**src/rtl/header_assembler_pkg.sv**
```systemverilog
// Constants shared by the receive framer, the miner and the UART transmitter.
package header_assembler_pkg;

  localparam int HEADER_BYTES_DEF = 80;
  localparam int HEADER_BITS      = 640;
  localparam int UART_TIMEOUT_DEF = 5_000_000;
  localparam int FRAME_CNT_W      = 7;

  typedef enum logic {
    IDLE = 1'b0,
    RECV = 1'b1
  } asm_state_t;

endpackage

```
**src/rtl/header_assembler_if.sv**
```systemverilog
// Byte stream in, published block header and status out; no backpressure on rx.
interface header_assembler_if;
  import header_assembler_pkg::*;

  logic [7:0]             rx_data;
  logic                   rx_valid;
  logic [HEADER_BITS-1:0] block_header;
  logic                   header_ready;
  logic                   busy;
  logic                   timeout_err;
  logic [FRAME_CNT_W-1:0] frame_bytes;
  logic [31:0]            byte_count;

  modport master (
    output rx_data, rx_valid,
    input  block_header, header_ready, busy, timeout_err, frame_bytes, byte_count
  );

  modport slave (
    input  rx_data, rx_valid,
    output block_header, header_ready, busy, timeout_err, frame_bytes, byte_count
  );

endinterface

```
**src/rtl/idle_timer.sv**
```systemverilog
// Down-counter reloaded by clear; expired once CYCLES-1 enabled cycles follow a clear.
// Holds at zero, so expired stays high until the next clear.
module idle_timer #(
  parameter int CYCLES = 16
) (
  input  logic clock,
  input  logic reset,
  input  logic clear,
  input  logic enable,
  output logic expired
);

  localparam int W = (CYCLES > 1) ? $clog2(CYCLES) : 1;

  logic [W-1:0] count;

  always_ff @(posedge clock or negedge reset) begin
    if (!reset) begin
      count <= '0;
    end else if (clear) begin
      count <= W'(CYCLES - 1);
    end else if (enable && (count != '0)) begin
      count <= count - W'(1);
    end
  end

  assign expired = (count == '0);

endmodule

```
**src/rtl/header_assembler.sv**
```systemverilog
// Packs a serial byte stream into a header and publishes it one cycle after the last byte.
// Accepts a byte every cycle it is offered; stalled partial frames are dropped on timeout.
module header_assembler
  import header_assembler_pkg::*;
#(
  parameter int HEADER_BYTES   = HEADER_BYTES_DEF,
  parameter int TIMEOUT_CYCLES = UART_TIMEOUT_DEF
) (
  input logic              clock,
  input logic              reset,
  header_assembler_if.slave bus
);

  localparam logic [FRAME_CNT_W-1:0] LAST_BYTE = FRAME_CNT_W'(HEADER_BYTES - 1);

  asm_state_t             state_q, state_d;
  logic [FRAME_CNT_W-1:0] frame_q, frame_d;
  logic [HEADER_BITS-1:0] shift_q, hold_q, shift_next;
  logic [31:0]            byte_count_q;
  logic                   ready_q, tout_q;
  logic                   publish, discard, timer_en, expired;

  assign shift_next = {shift_q[HEADER_BITS-9:0], bus.rx_data};

  idle_timer #(.CYCLES(TIMEOUT_CYCLES)) u_timer (
    .clock   (clock),
    .reset   (reset),
    .clear   (bus.rx_valid),
    .enable  (timer_en),
    .expired (expired)
  );

  always_ff @(posedge clock or negedge reset) begin
    if (!reset) state_q <= IDLE;
    else        state_q <= state_d;
  end

  always_comb begin
    state_d  = state_q;
    frame_d  = frame_q;
    publish  = 1'b0;
    discard  = 1'b0;
    timer_en = 1'b0;
    case (state_q)
      IDLE: begin
        if (bus.rx_valid) begin
          frame_d = FRAME_CNT_W'(1);
          state_d = RECV;
        end
      end
      RECV: begin
        // An arriving byte always beats the timeout in the same cycle.
        if (bus.rx_valid) begin
          if (frame_q == LAST_BYTE) begin
            publish = 1'b1;
            frame_d = '0;
            state_d = IDLE;
          end else begin
            frame_d = frame_q + FRAME_CNT_W'(1);
          end
        end else begin
          timer_en = 1'b1;
          if (expired) begin
            discard = 1'b1;
            frame_d = '0;
            state_d = IDLE;
          end
        end
      end
      default: state_d = IDLE;
    endcase
  end

  always_ff @(posedge clock or negedge reset) begin
    if (!reset) begin
      frame_q      <= '0;
      shift_q      <= '0;
      hold_q       <= '0;
      byte_count_q <= '0;
      ready_q      <= 1'b0;
      tout_q       <= 1'b0;
    end else begin
      frame_q <= frame_d;
      ready_q <= publish;
      tout_q  <= discard;
      if (bus.rx_valid) begin
        shift_q      <= shift_next;
        byte_count_q <= byte_count_q + 32'd1;
      end else if (discard) begin
        shift_q <= '0;
      end
      if (publish) hold_q <= shift_next;
    end
  end

  assign bus.block_header = hold_q;
  assign bus.header_ready = ready_q;
  assign bus.busy         = (state_q == RECV);
  assign bus.timeout_err  = tout_q;
  assign bus.frame_bytes  = frame_q;
  assign bus.byte_count   = byte_count_q;

endmodule
```
**src/flat_wrapper.sv**
```systemverilog
// flat-port wrapper written by rule: the top's interface ports become plain ports
module header_assembler_flat import header_assembler_pkg::*;
#(
  parameter int HEADER_BYTES   = HEADER_BYTES_DEF,
  parameter int TIMEOUT_CYCLES = UART_TIMEOUT_DEF
)
  (clock, reset, bus_rx_data, bus_rx_valid, bus_block_header, bus_header_ready, bus_busy, bus_timeout_err, bus_frame_bytes, bus_byte_count);
  header_assembler_if bus_i ();
  input logic clock;
  input logic reset;
  input wire logic [$bits(bus_i.rx_data)-1:0] bus_rx_data;
  input wire logic [$bits(bus_i.rx_valid)-1:0] bus_rx_valid;
  output wire logic [$bits(bus_i.block_header)-1:0] bus_block_header;
  output wire logic [$bits(bus_i.header_ready)-1:0] bus_header_ready;
  output wire logic [$bits(bus_i.busy)-1:0] bus_busy;
  output wire logic [$bits(bus_i.timeout_err)-1:0] bus_timeout_err;
  output wire logic [$bits(bus_i.frame_bytes)-1:0] bus_frame_bytes;
  output wire logic [$bits(bus_i.byte_count)-1:0] bus_byte_count;
  assign bus_i.rx_data = bus_rx_data;
  assign bus_i.rx_valid = bus_rx_valid;
  assign bus_block_header = bus_i.block_header;
  assign bus_header_ready = bus_i.header_ready;
  assign bus_busy = bus_i.busy;
  assign bus_timeout_err = bus_i.timeout_err;
  assign bus_frame_bytes = bus_i.frame_bytes;
  assign bus_byte_count = bus_i.byte_count;
  header_assembler #(.HEADER_BYTES(HEADER_BYTES), .TIMEOUT_CYCLES(TIMEOUT_CYCLES)) u_core (.clock(clock), .reset(reset), .bus(bus_i));
endmodule
```
**config.mk**
```make
export PLATFORM = sky130hd
export DESIGN_NAME = header_assembler_flat
export DESIGN_NICKNAME = d
export VERILOG_FILES = /design/src/rtl/header_assembler_pkg.sv /design/src/rtl/header_assembler_if.sv /design/src/rtl/idle_timer.sv /design/src/rtl/header_assembler.sv /design/src/flat_wrapper.sv
export SDC_FILE = /design/constraint.sdc
export NUM_CORES = 2
export LEC_CHECK = 0
export ABC_CLOCK_PERIOD_IN_PS = 5200
export BUFFER_PORTS_ARGS = -buffer_cell sky130_fd_sc_hd__buf_2
export CORE_ASPECT_RATIO = 0.5
export CORE_MARGIN = 10
export CORE_UTILIZATION = 30
export DETAILED_ROUTE_END_ITERATION = 10
export HOLD_SLACK_MARGIN = 0.12
export SYNTH_ARGS = -nofsm -noshare
export SYNTH_HDL_FRONTEND = slang
export SYNTH_SLANG_ARGS = --single-unit
```
**constraint.sdc**
```tcl
create_clock -name clock -period 5.2 [get_ports clock]
set_input_delay 0.52 -clock clock [delete_from_list [all_inputs] [get_ports clock]]
set_output_delay 0.52 -clock clock [all_outputs]
set_load 0.01 [all_outputs]
```
==> results.yml <==
setup_path:
  critical_path.endpoint_type: "flip-flop"
  crit_slowest_cell: "or3_4"
  cpPeakStageDelay_ns: 0.66
  crit_end: "u_core.shift_q[134]"
  worstPathArrival_ns: 4.03
  path_class: "flip-flop to flip-flop"
  rr_endpoint: "u_core.shift_q[134]"
  reg2reg_from: "u_core.u_timer.count[0]"
  critPathMaxFanout: 83
  startpoint_type: "flip-flop"
  worstPathCellList: "inv_1 -> ha_1 -> or4b_2 -> or4_4 -> or3_4 -> buf_4 -> nand2_1 -> o21ai_0"
  worstPathRequired_ns: 5.78
  r2r_slack_ns: 1.75
  startpoint: "u_core.u_timer.count[0]"
  r2r_cells: 8
grt:
  gr-usage-all-layers_pct: 14.4
  grt_pass1_vias: 33200
  antenna_found_initial: 1
  grt-ovfl-total: 0
  grt_max_degree: 274
  grt_pass1_wl_mm: 213
floorplanning:
  die_x_um: 605
  io-pin-count: 693
  initial_utilization_pct: 30.2
  die_h_um: 312
  core_area_mm2: 0.170
  rows: 107
  die-area_mm2: 0.189
power:
  p_leak_uw: 0.0309
  p_per_area_mw_per_mm2: 383
  total_power_uw: 23600
  vdd_drop_max_uv: 325
clocking:
  cts.sinks: 1337
  insertion_delay_ns: 0.75
  holdBufCountCts: 9
  clock_path_buffers: 3
  cts-root-buf: "clkbuf_16"
  cts_tree: "yes"
  cts-resized-gates: 0
  cts_setup_buffers: 0
  cts_buffers: 132
  htreeDepth: 4
  clk_pin_slew_ns: 0.06
hold_path:
  hold_class: "primary input to flip-flop"
logic_synthesis:
  async_flop_share_pct: 100
  synth_nets: 4412
  yosys_warnings: 0
  ys_ff_latch: 1337
  synth-edff-count: 0
  synth_cells: 4398
  syn_area_per_cell_um2: 11.7
  synth-seq-area-share_pct: 65.2
  synth_area_mm2: 0.0513
  synthDistinctLibCells: 46
  synth_top_area_cell: "dfrtp_1"
  synth_top_cell_area_share_pct: 65.2
  yosys-top-cells-area: "dfrtp_1 (65%), mux2_2 (14%), nand2_1 (9.5%)"
  ys.flop_type: "dfrtp_1"
timing:
  fin_crit_sh_pct: 66.3
  setup_violations: 0
  finClkSkew_ns: 0.0312
  period_needed_ns: 3.45
  hold_viol_final: 0
  fmax_ghz: 0.290
  slew_viol_final: 0
  rsz0062_at_grt: "false"
  slew_headroom_pct: 15.3
  worstMarginPinSlew_ns: 1.26
  setup_tns_ns: 0
detailed_routing:
  vias_per_cell: 4.51
  wirelength_mm: 141
  wl_per_cell_um: 19.1
  drtIter0Drc: 2516
  drt_first_pass_iters: 8
  drc: 0
  final_antenna_net_count: 0
  num_vias: 33200
cells_and_area:
  seqCellArea_mm2: 0.0335
  antennaDiodeCount: 0
  nNetsFinal: 4993
  area_growth_pct: 19.8
  fillerInstances: 16700
  multi_input_area_mm2: 0.0165
  final_layout_size_suffix_gt1_share_pct: 31.4
placed_design:
  globalplace.congestion: 0.795
  hpwl_mm: 96.3
  port_buffers: 692
status:
  status: "completed"
flow_run:
  maxCapViolations: 0
cell families after synthesis:
family | after synthesis | synth area share [%]
AND/OR/NAND/NOR | 1401 | 10.7
XOR/XNOR | 39 | 0.666
AO/OA/AOI/OAI | 670 | 6.67
buffers and inverters | 304 | 2.58
multiplexers | 644 | 14.1
flip-flops | 1337 | 65.2
adder cells (fa/ha/maj) | 3 | 0.0732
worst min-delay path by stage:
stage	startpoint	slack (ns)	cells after the start	end
floorplan	reset	0.22	0	u_core.bus.block_header[0]
global placement	u_core.bus.byte_count[31]	0.46	1	u_core.bus.byte_count[31]
detailed placement	u_core.bus.byte_count[13]	0.47	1	u_core.bus.byte_count[13]
CTS	bus_rx_valid	0.25	3	u_core.shift_q[215]
global route	bus_rx_valid	0.29	3	u_core.shift_q[609]
finish	bus_rx_valid	0.29	3	u_core.shift_q[612]
sequential cells by signal, summed over array words and instances (netlist names):
register,count
u_core.bus.busy,1
u_core.bus.header_ready,1
u_core.bus.byte_count,32
u_core.u_timer.count,23
u_core.bus.block_header,640
u_core.bus.frame_bytes,7
u_core.shift_q,632
u_core.bus.timeout_err,1
cell usage after synthesis, types with 2 or more instances:
cell type,number
o21ai_0,644
inv_1,8
xor2_1,10
or3b_2,2
nand2b_1,6
xnor2_1,29
or2_2,4
clkbuf_1,187
mux2_2,641
o31ai_1,5
nand3_1,17
nor3_1,11
nand4_1,10
nand2_1,1297
o211ai_1,2
nor4b_1,2
mux2i_1,3
buf_2,95
a311oi_1,2
dfrtp_1,1337
ha_1,3
nor2_1,16
buf_6,8
and4_1,3
nor2b_1,3
or3_1,9
nor4_1,10
a21oi_1,7
or4_1,7
buf_1,4
through the flow:
stage          worst slack [ns]  cell area, µm²  cells  hold slack, ns  utilization (%)
4_1_cts                    1.71           61400   7369           0.246             36.1
3_5_place_dp               1.71           56900   7125           0.474             33.5
6_report                   1.75           61400   7369           0.288             36.1
2_1_floorplan              2.52           51300   4398           0.224                -
5_1_grt                    1.59           61400   7369           0.293             36.1
3_3_place_gp               1.73           56900   7125           0.457             33.5
report_power, final:
| group | total, µW | switching (µW) | internal (µW) | leakage [µW] |
|---|---|---|---|---|
| Clock | 9760 | 4110 | 5650 | 0.00217 |
| Sequential | 12200 | 820 | 11300 | 0.0181 |
| Combinational | 1650 | 1020 | 621 | 0.0107 |
per-layer routing:
layer  global-route usage, %  wire length [µm]  share of wire [%]  vias to the layer above
met1                    15.1             50600                 36                    16600
met4                    9.07             10000                7.1                        0
li1                        -                 -                  -                    15800
met5                       0                 0                  0                        -
met3                    2.34              4060                2.9                      294
met2                    26.8             76100                 54                      494
critical path, delay by kind of cell (launching register included):
kind	cells	cell delay [ns]
buffers and inverters	2	0.61
and+or+nand+nor	4	1.90
adders and majority gates	1	0.21
DFF	1	0.38
AOI/OAI and AO/OA	1	0.09
placed cells by master, fill, tap and decap left out, types with 9 or more instances in the layout:
master,count
o21ai_0,644
buf_4,21
nor2_1,16
buf_2,690
xor2_1,10
bufinv_16,10
nor3_1,11
nand4_1,10
dlygate4sd3_1,9
xnor2_1,29
dfrtp_1,1337
nand3_1,17
mux2_2,641
clkbuf_1,28
buf_12,21
nand2_1,1297
clkbuf_16,133
clkinv_2,21
clkbuf_8,29
final cells by class:
cell class,instances,area share (%)
tap,2289,4.66
inverter,9,0.0550
timing repair buffer,742,6.73
clock buffer,190,6.24
sequential,1337,54.5
multi-input combinational,2757,26.9
clock inverter,45,0.931
Power figures use the tool's default switching activity.
